### src/rtl/linear_layer_start_fifo_ctrl_pkg.sv
// Shared types for the start-FIFO controller: classification of how the
// occupancy counter moves in a given cycle.
package linear_layer_start_fifo_ctrl_pkg;

  typedef enum logic [1:0] {
    CNT_HOLD = 2'd0,
    CNT_INC  = 2'd1,
    CNT_DEC  = 2'd2
  } count_op_e;

  // A push and a load in the same cycle cancel out.
  function automatic count_op_e count_op(input logic push, input logic load);
    if (push && !load) return CNT_INC;
    if (load && !push) return CNT_DEC;
    return CNT_HOLD;
  endfunction

endpackage

### src/rtl/linear_layer_start_fifo_srl.sv
// Shift-register storage for the start FIFO: a write shifts every entry one
// slot deeper and inserts the new word at slot 0. No reset on the contents.
module linear_layer_start_fifo_srl #(
  parameter int DATA_WIDTH = 1,
  parameter int ADDR_WIDTH = 1,
  parameter int DEPTH      = 2
) (
  input  logic                  clk,
  input  logic                  we,
  input  logic [ADDR_WIDTH-1:0] addr,
  input  logic [DATA_WIDTH-1:0] din,
  output logic [DATA_WIDTH-1:0] dout
);

  localparam logic [ADDR_WIDTH:0] DEPTH_C = (ADDR_WIDTH + 1)'(DEPTH);

  logic [DATA_WIDTH-1:0] mem [DEPTH];

  always_ff @(posedge clk) begin
    if (we) begin
      mem[0] <= din;
      for (int i = 1; i < DEPTH; i++) begin
        mem[i] <= mem[i-1];
      end
    end
  end

  // Addresses beyond the storage only occur when the queue is empty.
  always_comb begin
    dout = '0;
    if ({1'b0, addr} < DEPTH_C) begin
      dout = mem[addr];
    end
  end

endmodule

### src/rtl/linear_layer_start_fifo_ctrl.sv
// Start FIFO controller: DEPTH-entry shift-register queue followed by one
// registered output word, giving DEPTH+1 words of FIFO capacity.
module linear_layer_start_fifo_ctrl
  import linear_layer_start_fifo_ctrl_pkg::*;
#(
  parameter int DATA_WIDTH = 1,
  parameter int ADDR_WIDTH = 1,
  parameter int DEPTH      = 2
) (
  input  logic                  clk,
  input  logic                  ap_rst_n,
  output logic                  if_full_n,
  input  logic                  if_write_ce,
  input  logic                  if_write,
  input  logic [DATA_WIDTH-1:0] if_din,
  output logic                  if_empty_n,
  input  logic                  if_read_ce,
  input  logic                  if_read,
  output logic [DATA_WIDTH-1:0] if_dout
);

  localparam logic [ADDR_WIDTH:0]   DEPTH_C   = (ADDR_WIDTH + 1)'(DEPTH);
  localparam logic [ADDR_WIDTH:0]   COUNT_ONE = (ADDR_WIDTH + 1)'(1);
  localparam logic [ADDR_WIDTH-1:0] ADDR_ONE  = ADDR_WIDTH'(1);

  logic [ADDR_WIDTH:0]   count;
  logic [ADDR_WIDTH:0]   count_next;
  logic                  full_n_r;
  logic                  out_valid;
  logic [DATA_WIDTH-1:0] out_data;
  logic [DATA_WIDTH-1:0] srl_dout;
  logic [ADDR_WIDTH-1:0] rd_addr;
  logic                  push;
  logic                  pop;
  logic                  load;

  assign push = if_write_ce & if_write & full_n_r;
  assign pop  = if_read_ce & if_read & out_valid;
  assign load = (count != '0) && (!out_valid || pop);

  // Newest word sits at slot 0, so the oldest is at count-1.
  assign rd_addr = count[ADDR_WIDTH-1:0] - ADDR_ONE;

  linear_layer_start_fifo_srl #(
    .DATA_WIDTH (DATA_WIDTH),
    .ADDR_WIDTH (ADDR_WIDTH),
    .DEPTH      (DEPTH)
  ) u_srl (
    .clk  (clk),
    .we   (push & ap_rst_n),
    .addr (rd_addr),
    .din  (if_din),
    .dout (srl_dout)
  );

  always_comb begin
    count_next = count;
    case (count_op(push, load))
      CNT_INC: count_next = count + COUNT_ONE;
      CNT_DEC: count_next = count - COUNT_ONE;
      default: count_next = count;
    endcase
  end

  // full_n looks at the post-update count so a same-cycle load frees a slot.
  always_ff @(posedge clk) begin
    if (!ap_rst_n) begin
      count     <= '0;
      full_n_r  <= 1'b1;
      out_valid <= 1'b0;
      out_data  <= '0;
    end else begin
      count    <= count_next;
      full_n_r <= (count_next < DEPTH_C);
      if (load) begin
        out_data  <= srl_dout;
        out_valid <= 1'b1;
      end else if (pop) begin
        out_valid <= 1'b0;
      end
    end
  end

  assign if_full_n  = full_n_r;
  assign if_empty_n = out_valid;
  assign if_dout    = out_data;

endmodule

### config.mk
export PLATFORM = sky130hd
export DESIGN_NAME = linear_layer_start_fifo_ctrl
export DESIGN_NICKNAME = d
export VERILOG_FILES = /design/src/rtl/linear_layer_start_fifo_ctrl_pkg.sv /design/src/rtl/linear_layer_start_fifo_srl.sv /design/src/rtl/linear_layer_start_fifo_ctrl.sv
export SDC_FILE = /design/constraint.sdc
export NUM_CORES = 1
export LEC_CHECK = 0
export ABC_AREA = 0
export BUFFER_PORTS_ARGS = -buffer_cell sky130_fd_sc_hd__buf_2
export CORE_AREA = 2 2 39 41
export DETAILED_ROUTE_END_ITERATION = 12
export DIE_AREA = 0 0 41 43
export PLACE_DENSITY_LB_ADDON = 0.25
export SLEW_MARGIN = 20
export SYNTH_ARGS = -nofsm -noshare
export SYNTH_HDL_FRONTEND = slang
export SYNTH_HIERARCHICAL = 1
export SYNTH_SLANG_ARGS = --single-unit
### constraint.sdc
create_clock -name clk -period 2 [get_ports clk]
set_input_delay 0.1 -clock clk [delete_from_list [all_inputs] [get_ports clk]]
set_output_delay 0.1 -clock clk [all_outputs]
set_load 0.005 [all_outputs]
Yosys cells after proc, flatten, opt, wreduce, memory -nomap -nowiden
Memories as Yosys holds them, arrays and structs flattened. A register that Yosys moved wholly into a read port is not among the register bits.
Cells that the tools add are included.
Word-level totals
  register bits after elaboration: 4
  bits in writable memories: 2
  input port bits: 7
  output and inout port bits: 3
  word-level logic and storage cells: 37
  memories: 1
Cells by class
  add/sub/neg operators: 3
  order comparisons: 1
  equal/unequal tests: 2
  multiplexer cells: 12
  bitwise gates (word level): 5
  reductions and logical operators: 10
Memory list
  u_srl.mem: depth 2, bits a word 1, rd ports 2, clocked after Yosys merged registers in 1, wr ports 2, RTL line linear_layer_start_fifo_srl.sv:17  | logic [DATA_WIDTH-1:0] mem [DEPTH];
Operator list (count)
  $mux W2: 4
  $mux W1: 7
  $and A1 B1 Y1: 5
  $logic_not A1 Y1: 4
  $pmux W2 S2: 1
  $reduce_bool A2 Y1: 2
  $logic_and A1 B1 Y1: 3
  $add A2 B1 Y2 const B: 1
  $eq A2 B1 Y1 const B: 1
  $eq A2 B2 Y1 const B: 1
  $lt A2 B2 Y1 const B: 1
  $sub A2 B1 Y2 const B: 1
  $logic_or A1 B1 Y1: 1
  $sub A1 B1 Y1 const B: 1

Depth between registers and ports, before layout
Gate-level depths: netlist of the first run.
  word-level depth: 13
  mapped depth: 6
  gate-level depth less buffers: 6

Cells and area by module
The synthesis of the first run kept the hierarchy.
Modules (own cells, without submodules)
  linear_layer_start_fifo_ctrl: instances 1, cells each 26, area an instance 229.0 um^2, sequential area each 100.1 um^2
  linear_layer_start_fifo_srl: instances 1, cells each 3, area an instance 75.1 um^2, sequential area each 60.1 um^2

Worst setup path after synthesis of the first run
Ideal clock, no wire load.
  kind: flip-flop to flip-flop
  start: register out_valid (netlist: if_empty_n)
  end: register with a tool-made name
  library setup time: 123 ps
  arrival: 1427 ps
  data required time: 1877 ps
  setup slack: 450 ps
  stages on the path, launching flop included: 6
  path buffers: 0
  clock period less this slack: 1550 ps
  cell sequence: dfxtp_1 > a21boi_0 > nor2_1 > ha_1 > nor2_2 > mux2_1
RTL lines
  from (decl): RTL line linear_layer_start_fifo_ctrl.sv:29  | logic out_valid;
  from (signal assigned): RTL line linear_layer_start_fifo_ctrl.sv:70  | out_valid <= 1'b0;
  from (signal assigned): RTL line linear_layer_start_fifo_ctrl.sv:77  | out_valid <= 1'b1;
  from (signal assigned): RTL line linear_layer_start_fifo_ctrl.sv:79  | out_valid <= 1'b0;

==> results of run 1 <==
## routing by layer
layer	global-route usage	up-vias
met5	0	-
met4	0.0800	0
met3	0.0628	2
met2	0.0781	9
met1	0.0912	101
li1	-	120
## through the flow
stage | total power, mW | std cells
global placement | 0.429 | 54
floorplan | 0.379 | 29
global route | 0.601 | 58
detailed placement | 0.426 | 54
finish | 0.554 | 58
CTS | 0.565 | 58
## kinds of logic after synthesis
family	count (synthesis)	synth area share
simple gates	12	0.173
flops	7	0.527
mux	4	0.152
xor+xnor	2	0.0576
buf+inv	2	0.0247
compound gates	1	0.0247
fa+ha+maj	1	0.0411
## layout by cell type (no fill, tap or decap)
cell	count
a21boi_0	1
and2_1	1
buf_2	9
clkbuf_1	1
clkbuf_4	3
dfxtp_1	5
edfxtp_1	2
ha_1	1
inv_1	2
mux2_1	1
mux2_4	1
mux2i_1	2
nand2_1	2
nand3_1	1
nor2_1	6
nor2_2	1
nor3_1	1
xnor2_1	1
xor2_1	1
## final cells by class
class                      instances  area (sq um)  area share
tap                               16          20.0      0.0506
inverter                           2          7.51      0.0190
timing repair buffer               9          45.0       0.114
multi-input combinational         20           136       0.345
sequential                         7           160       0.405
clock buffer                       4          26.3      0.0665
## power by group
group | switching [mW] | leakage [nW] | internal [mW]
sequential | 0.0292 | 0.0595 | 0.191
clock | 0.0549 | 0.0150 | 0.0763
combinational | 0.0948 | 0.103 | 0.109
total | 0.179 | 0.178 | 0.376
## Yosys cell counts (all sizes together)
| cell type | number |
|---|---|
| mux2i | 2 |
| nor3 | 1 |
| nand2 | 2 |
| nor2 | 7 |
| edfxtp | 2 |
| a21boi | 1 |
| mux2 | 2 |
| ha | 1 |
| dfxtp | 5 |
| inv | 2 |
| and2 | 1 |
| nand3 | 1 |
| xnor2 | 1 |
| xor2 | 1 |
## worst paths after layout
| path | start | to | cells past startpoint |
|---|---|---|---|
| max | if_empty_n$_SDFFE_PN0P_ | flop | 5 |
| min | if_din | u_srl/mem[0]$_DFFE_PP_ | 1 |
| max reg2reg | if_empty_n$_SDFFE_PN0P_ | flop | 5 |
| min reg2reg | u_srl/mem[0]$_DFFE_PP_ | u_srl/mem[1]$_DFFE_PP_ | 0 |
==> impl_metrics.csv, run 1 <==
group,metric,value,unit
status,status,"complete, no violations",
worst_setup_path,end_kind,"flop",
clock_tree,path_clk_slew,60,ps
yosys,syn_area_per_cell,10.5,sq um
clock_tree,insertion_delay,250,ps
floorplan,die_width,41,um
sta,fin_setup_tns,0,ps
yosys,synth_area_leaders,"dfxtp_1 (33%), edfxtp_1 (20%), nor2_1 (7.4%)",
worst_setup_path,crit_path_start_kind,"flop",
yosys,netlist-cell-type-count,16,
routing,top_layer_used,"met4",
sta,finalMaxSlewViolations,0,
floorplan,rows,14,
grt,grt_max_degree,6,
yosys,synth_fp_nets,37,
yosys,yosysWarnings,6,
floorplan,initial_core_util,0.220,
routing,vias,232,
sta,rsz0062_at_grt,"false",
layout,final_cell_area,395,sq um
clock_tree,numCtsBuffers,3,
clock_tree,cts_tree,"yes",
sta,tightest_slew,266,ps
floorplan,fp.coreArea,0.00138,sq mm
worst_setup_path,regToRegSetupSlack,360,ps
worst_setup_path,worstPathArrival,1780,ps
yosys,synth_top_area_frac,0.329,
placed_design,place_ws,371,ps
floorplan,die_h,43,um
layout,post-route-util,0.286,
hold_path,hold_class,"primary input to flop",
routing,wl_met2,195,um
worst_setup_path,crit_type,"flop to flop",
pwr,p_leak,0.178,nW
clock_tree,clock-sinks,7,
grt,grt_use_total,0.0776,
sta,fin_crit_sh,0.819,
pwr,p_per_area,1400,mW/mm^2
yosys,synth-seq-cells,7,
sta,fin_worst_skew,2.86,ps
grt,grt_pass1_vias,201,
clock_tree,htreeDepth,1,
yosys,synth_area,304,sq um
clock_tree,clockBufferDepth,2,
clock_tree,cts-root-buf,"clkbuf_4",
placed_design,gp_congestion,0.664,
layout,drive_above_1_share,0.333,
worst_setup_path,critical_path_buf_inv_count,0,
grt,overflow,0,
yosys,synth_cells,29,
placed_design,place_area,369,sq um
pwr,ir_worst_vdd,393,uV
sta,fin_crit,1640,ps
placed_design,io_buffer_count,9,
clock_tree,post-cts-setup-buffers,0,
layout,antenna_cells,0,
routing,wl_per_cell,8.66,um
floorplan,dieArea,0.00176,sq mm
routing,met1_length,244,um
worst_setup_path,cp_slowest_stage_delay,340,ps
grt,grt_pass1_wl,793,um
grt,antenna_found_initial,0,
sta,whs,25.3,ps
worst_setup_path,path_cells,"a21boi_0, nor2_1, ha_1, nor2_2, mux2_1",
routing,drtIter0Drc,3,
clock_tree,ctsHoldBuffers,0,
clock_tree,ctsResizeCount,0,
routing,ant_nets,0,
routing,wirelength,502,um
routing,drc,0,
layout,nets,51,
floorplan,pin_count,10,
job,drv_cap,0,
sta,max_slew_margin,0.821,
routing,via_per_inst,4.00,
yosys,yosysTopAreaCell,"dfxtp_1",
routing,firstDrtPassIters,2,
routing,met3WireLength,58,um
layout,fill_cells,153,
worst_setup_path,cp.required,2140,ps
worst_setup_path,path_delay_family,"adder cells",
yosys,yosysSeqAreaShare,0.527,
sta,setup_slack,361,ps
worst_setup_path,crit_slowest_cell,"ha_1",
sta,hold_viol,0,
sta,setup_viol,0,
layout,area_growth,30.0,%
worst_setup_path,path_max_fanout,2,
sta,fmax,610,MHz
Note: power is estimated with default switching activity, not from simulation.
==> run 2, diff against run 1 <==
==> constraint.sdc (replaced) <==
create_clock -name clk -period 1.4 [get_ports clk]
set_input_delay 0.07 -clock clk [delete_from_list [all_inputs] [get_ports clk]]
set_output_delay 0.07 -clock clk [all_outputs]
set_load 0.005 [all_outputs]
==> impl_metrics.csv, run 2 (same netlist as run 1, synthesis figures left out) <==
group,metric,value,unit
status,status,"complete, no violations",
floorplan,die_h,43,um
sta,fin_crit,1360,ps
layout,final_cell_area,480,sq um
placed_design,io_buffer_count,9,
pwr,internal_power,0.700,mW
placed_design,dp.cells,58,
worst_setup_path,crit_path_start_kind,"flop",
sta,max_slew_margin,0.875,
floorplan,pin_count,10,
sta,fin_setup_tns,0,ps
sta,fin_worst_skew,6.40,ps
layout,layout_commonest_cell,"buf_2",
layout,post-route-util,0.347,
pwr,power.share.sequential,0.297,
grt,grt_util_met1,0.0754,
sta,setup_slack,37.5,ps
clock_tree,path_clk_slew,60,ps
pwr,total_power,1.02,mW
layout,final_cell_mix,"buf_2 (9), nor2_1 (5), buf_4 (4), dfxtp_1 (3), clkbuf_4 (3)",
grt,grt_pass1_wl,807,um
layout,area_growth,58.0,%
sta,finalMaxSlewViolations,0,
clock_tree,cts-root-buf,"clkbuf_4",
grt,overflow,0,
clock_tree,clockBufferDepth,2,
sta,tightest_slew,186,ps
hold_path,hold_class,"primary input to flop",
grt,top_usage_layer,"met2",
grt,use_met3,0.0628,
layout,drive_above_1_share,0.532,
placed_design,gp_congestion,0.669,
clock_tree,insertion_delay,250,ps
routing,wl_per_cell,9.00,um
clock_tree,cts_tree,"yes",
sta,fin_crit_sh,0.973,
grt,grt_use_total,0.0788,
clock_tree,htreeDepth,1,
layout,antenna_cells,0,
floorplan,dieArea,0.00176,sq mm
clock_tree,clock-sinks,7,
layout,regArea,163,sq um
worst_setup_path,worstPathArrival,1500,ps
placed_design,place_area,427,sq um
layout,fin_cells,63,
layout,nets,56,
worst_setup_path,cp_slowest_stage_delay,320,ps
pwr,combPwrFrac,0.521,
sta,rsz0062_at_grt,"true",
pwr,p_sw,0.315,mW
floorplan,fp.coreArea,0.00138,sq mm
routing,wirelength,567,um
grt,grt_max_degree,5,
routing,vias,250,
job,drv_cap,0,
sta,whs,97.9,ps
routing,ant_nets,0,
layout,fill_cells,145,
floorplan,rows,14,
pwr,ir_worst_vdd,1050,uV
routing,via_per_inst,3.97,
clock_tree,numCtsBuffers,3,
grt,antenna_found_initial,0,
routing,drtIter0Drc,1,
worst_setup_path,path_cells,"a21boi_4, nor2_2, ha_4, xnor2_2, nor2_4, mux2_4",
worst_setup_path,crit_slowest_cell,"dfxtp_2",
worst_setup_path,end_kind,"flop",
pwr,p_clk_frac,0.182,
sta,fmax,734,MHz
layout,multi_input_area,179,sq um
routing,firstDrtPassIters,2,
grt,gr-usage-met2,0.106,
sta,setup_viol,0,
placed_design,dpl.hpwl,437,um
grt,grt_pass1_vias,232,
worst_setup_path,crit_type,"flop to flop",
floorplan,die_width,41,um
floorplan,initial_core_util,0.220,
worst_setup_path,path_max_fanout,2,
worst_setup_path,cp.required,1530,ps
routing,drc,0,
pwr,p_sw_frac,0.311,
placed_design,place_ws,-12.1,ps
sta,hold_viol,0,
pwr,p_per_area,2110,mW/mm^2
pwr,p_leak,0.211,nW
-- run 2: cell count changes in the layout (fill, tap and decap cells not counted), sizes merged --
cell,previous run,this run
buf,9,13
dlygate4sd3,0,1
-- run 2: area by class of cell --
class / count / share of cell area
Clock buffer: 4 / 0.0547
Inverter: 2 / 0.0156
Sequential cell: 7 / 0.339
Timing Repair Buffer: 14 / 0.177
Multi-Input combinational cell: 20 / 0.372
Tap cell: 16 / 0.0417
-- run 2: timing repair --
item | 4_1_cts | 5_1_grt
setup buffers | 0 | 0
hold endpoints to repair | 1 | 0
setup endpoints to repair | 1 | 1
hold buffers | 1 | 0
pin swaps | 1 | 0
resized for setup | 2 | 0
-- run 2: worst paths after layout --
path	end	start	slack, ps	cells past startpoint
worst max register to register	flop	if_empty_n$_SDFFE_PN0P_	40	6
worst min register to register	u_srl/mem[1]$_DFFE_PP_	u_srl/mem[0]$_DFFE_PP_	460	0
worst min-delay path	if_dout$_SDFFE_PN0P_	ap_rst_n	100	3
worst max-delay path	flop	if_empty_n$_SDFFE_PN0P_	40	6
-- run 2: worst max-delay path, delay by kind of cell (launching register included) --
kind	cells	cell delay, ps
flip-flops	1	320
multiplexers	1	300
AO/OA/AOI/OAI	1	180
AND/OR/NAND/NOR	2	170
adder cells (fa/ha/maj)	1	160
XOR/XNOR	1	140
-- run 2: power by group through the flow --
stage	Clock, mW	Sequential [mW]	Combinational [mW]
floorplan	0	0.326	0.309
global placement	0	0.305	0.484
detailed placement	0	0.307	0.488
CTS	0.197	0.303	0.537
global route	0.206	0.313	0.567
finish	0.185	0.302	0.529
-- run 2: per-layer routing --
layer | share of wire | wire [um]
met1 | 0.47 | 264
met2 | 0.43 | 244
met3 | 0.10 | 58
met4 | 0 | 0
met5 | 0 | 0
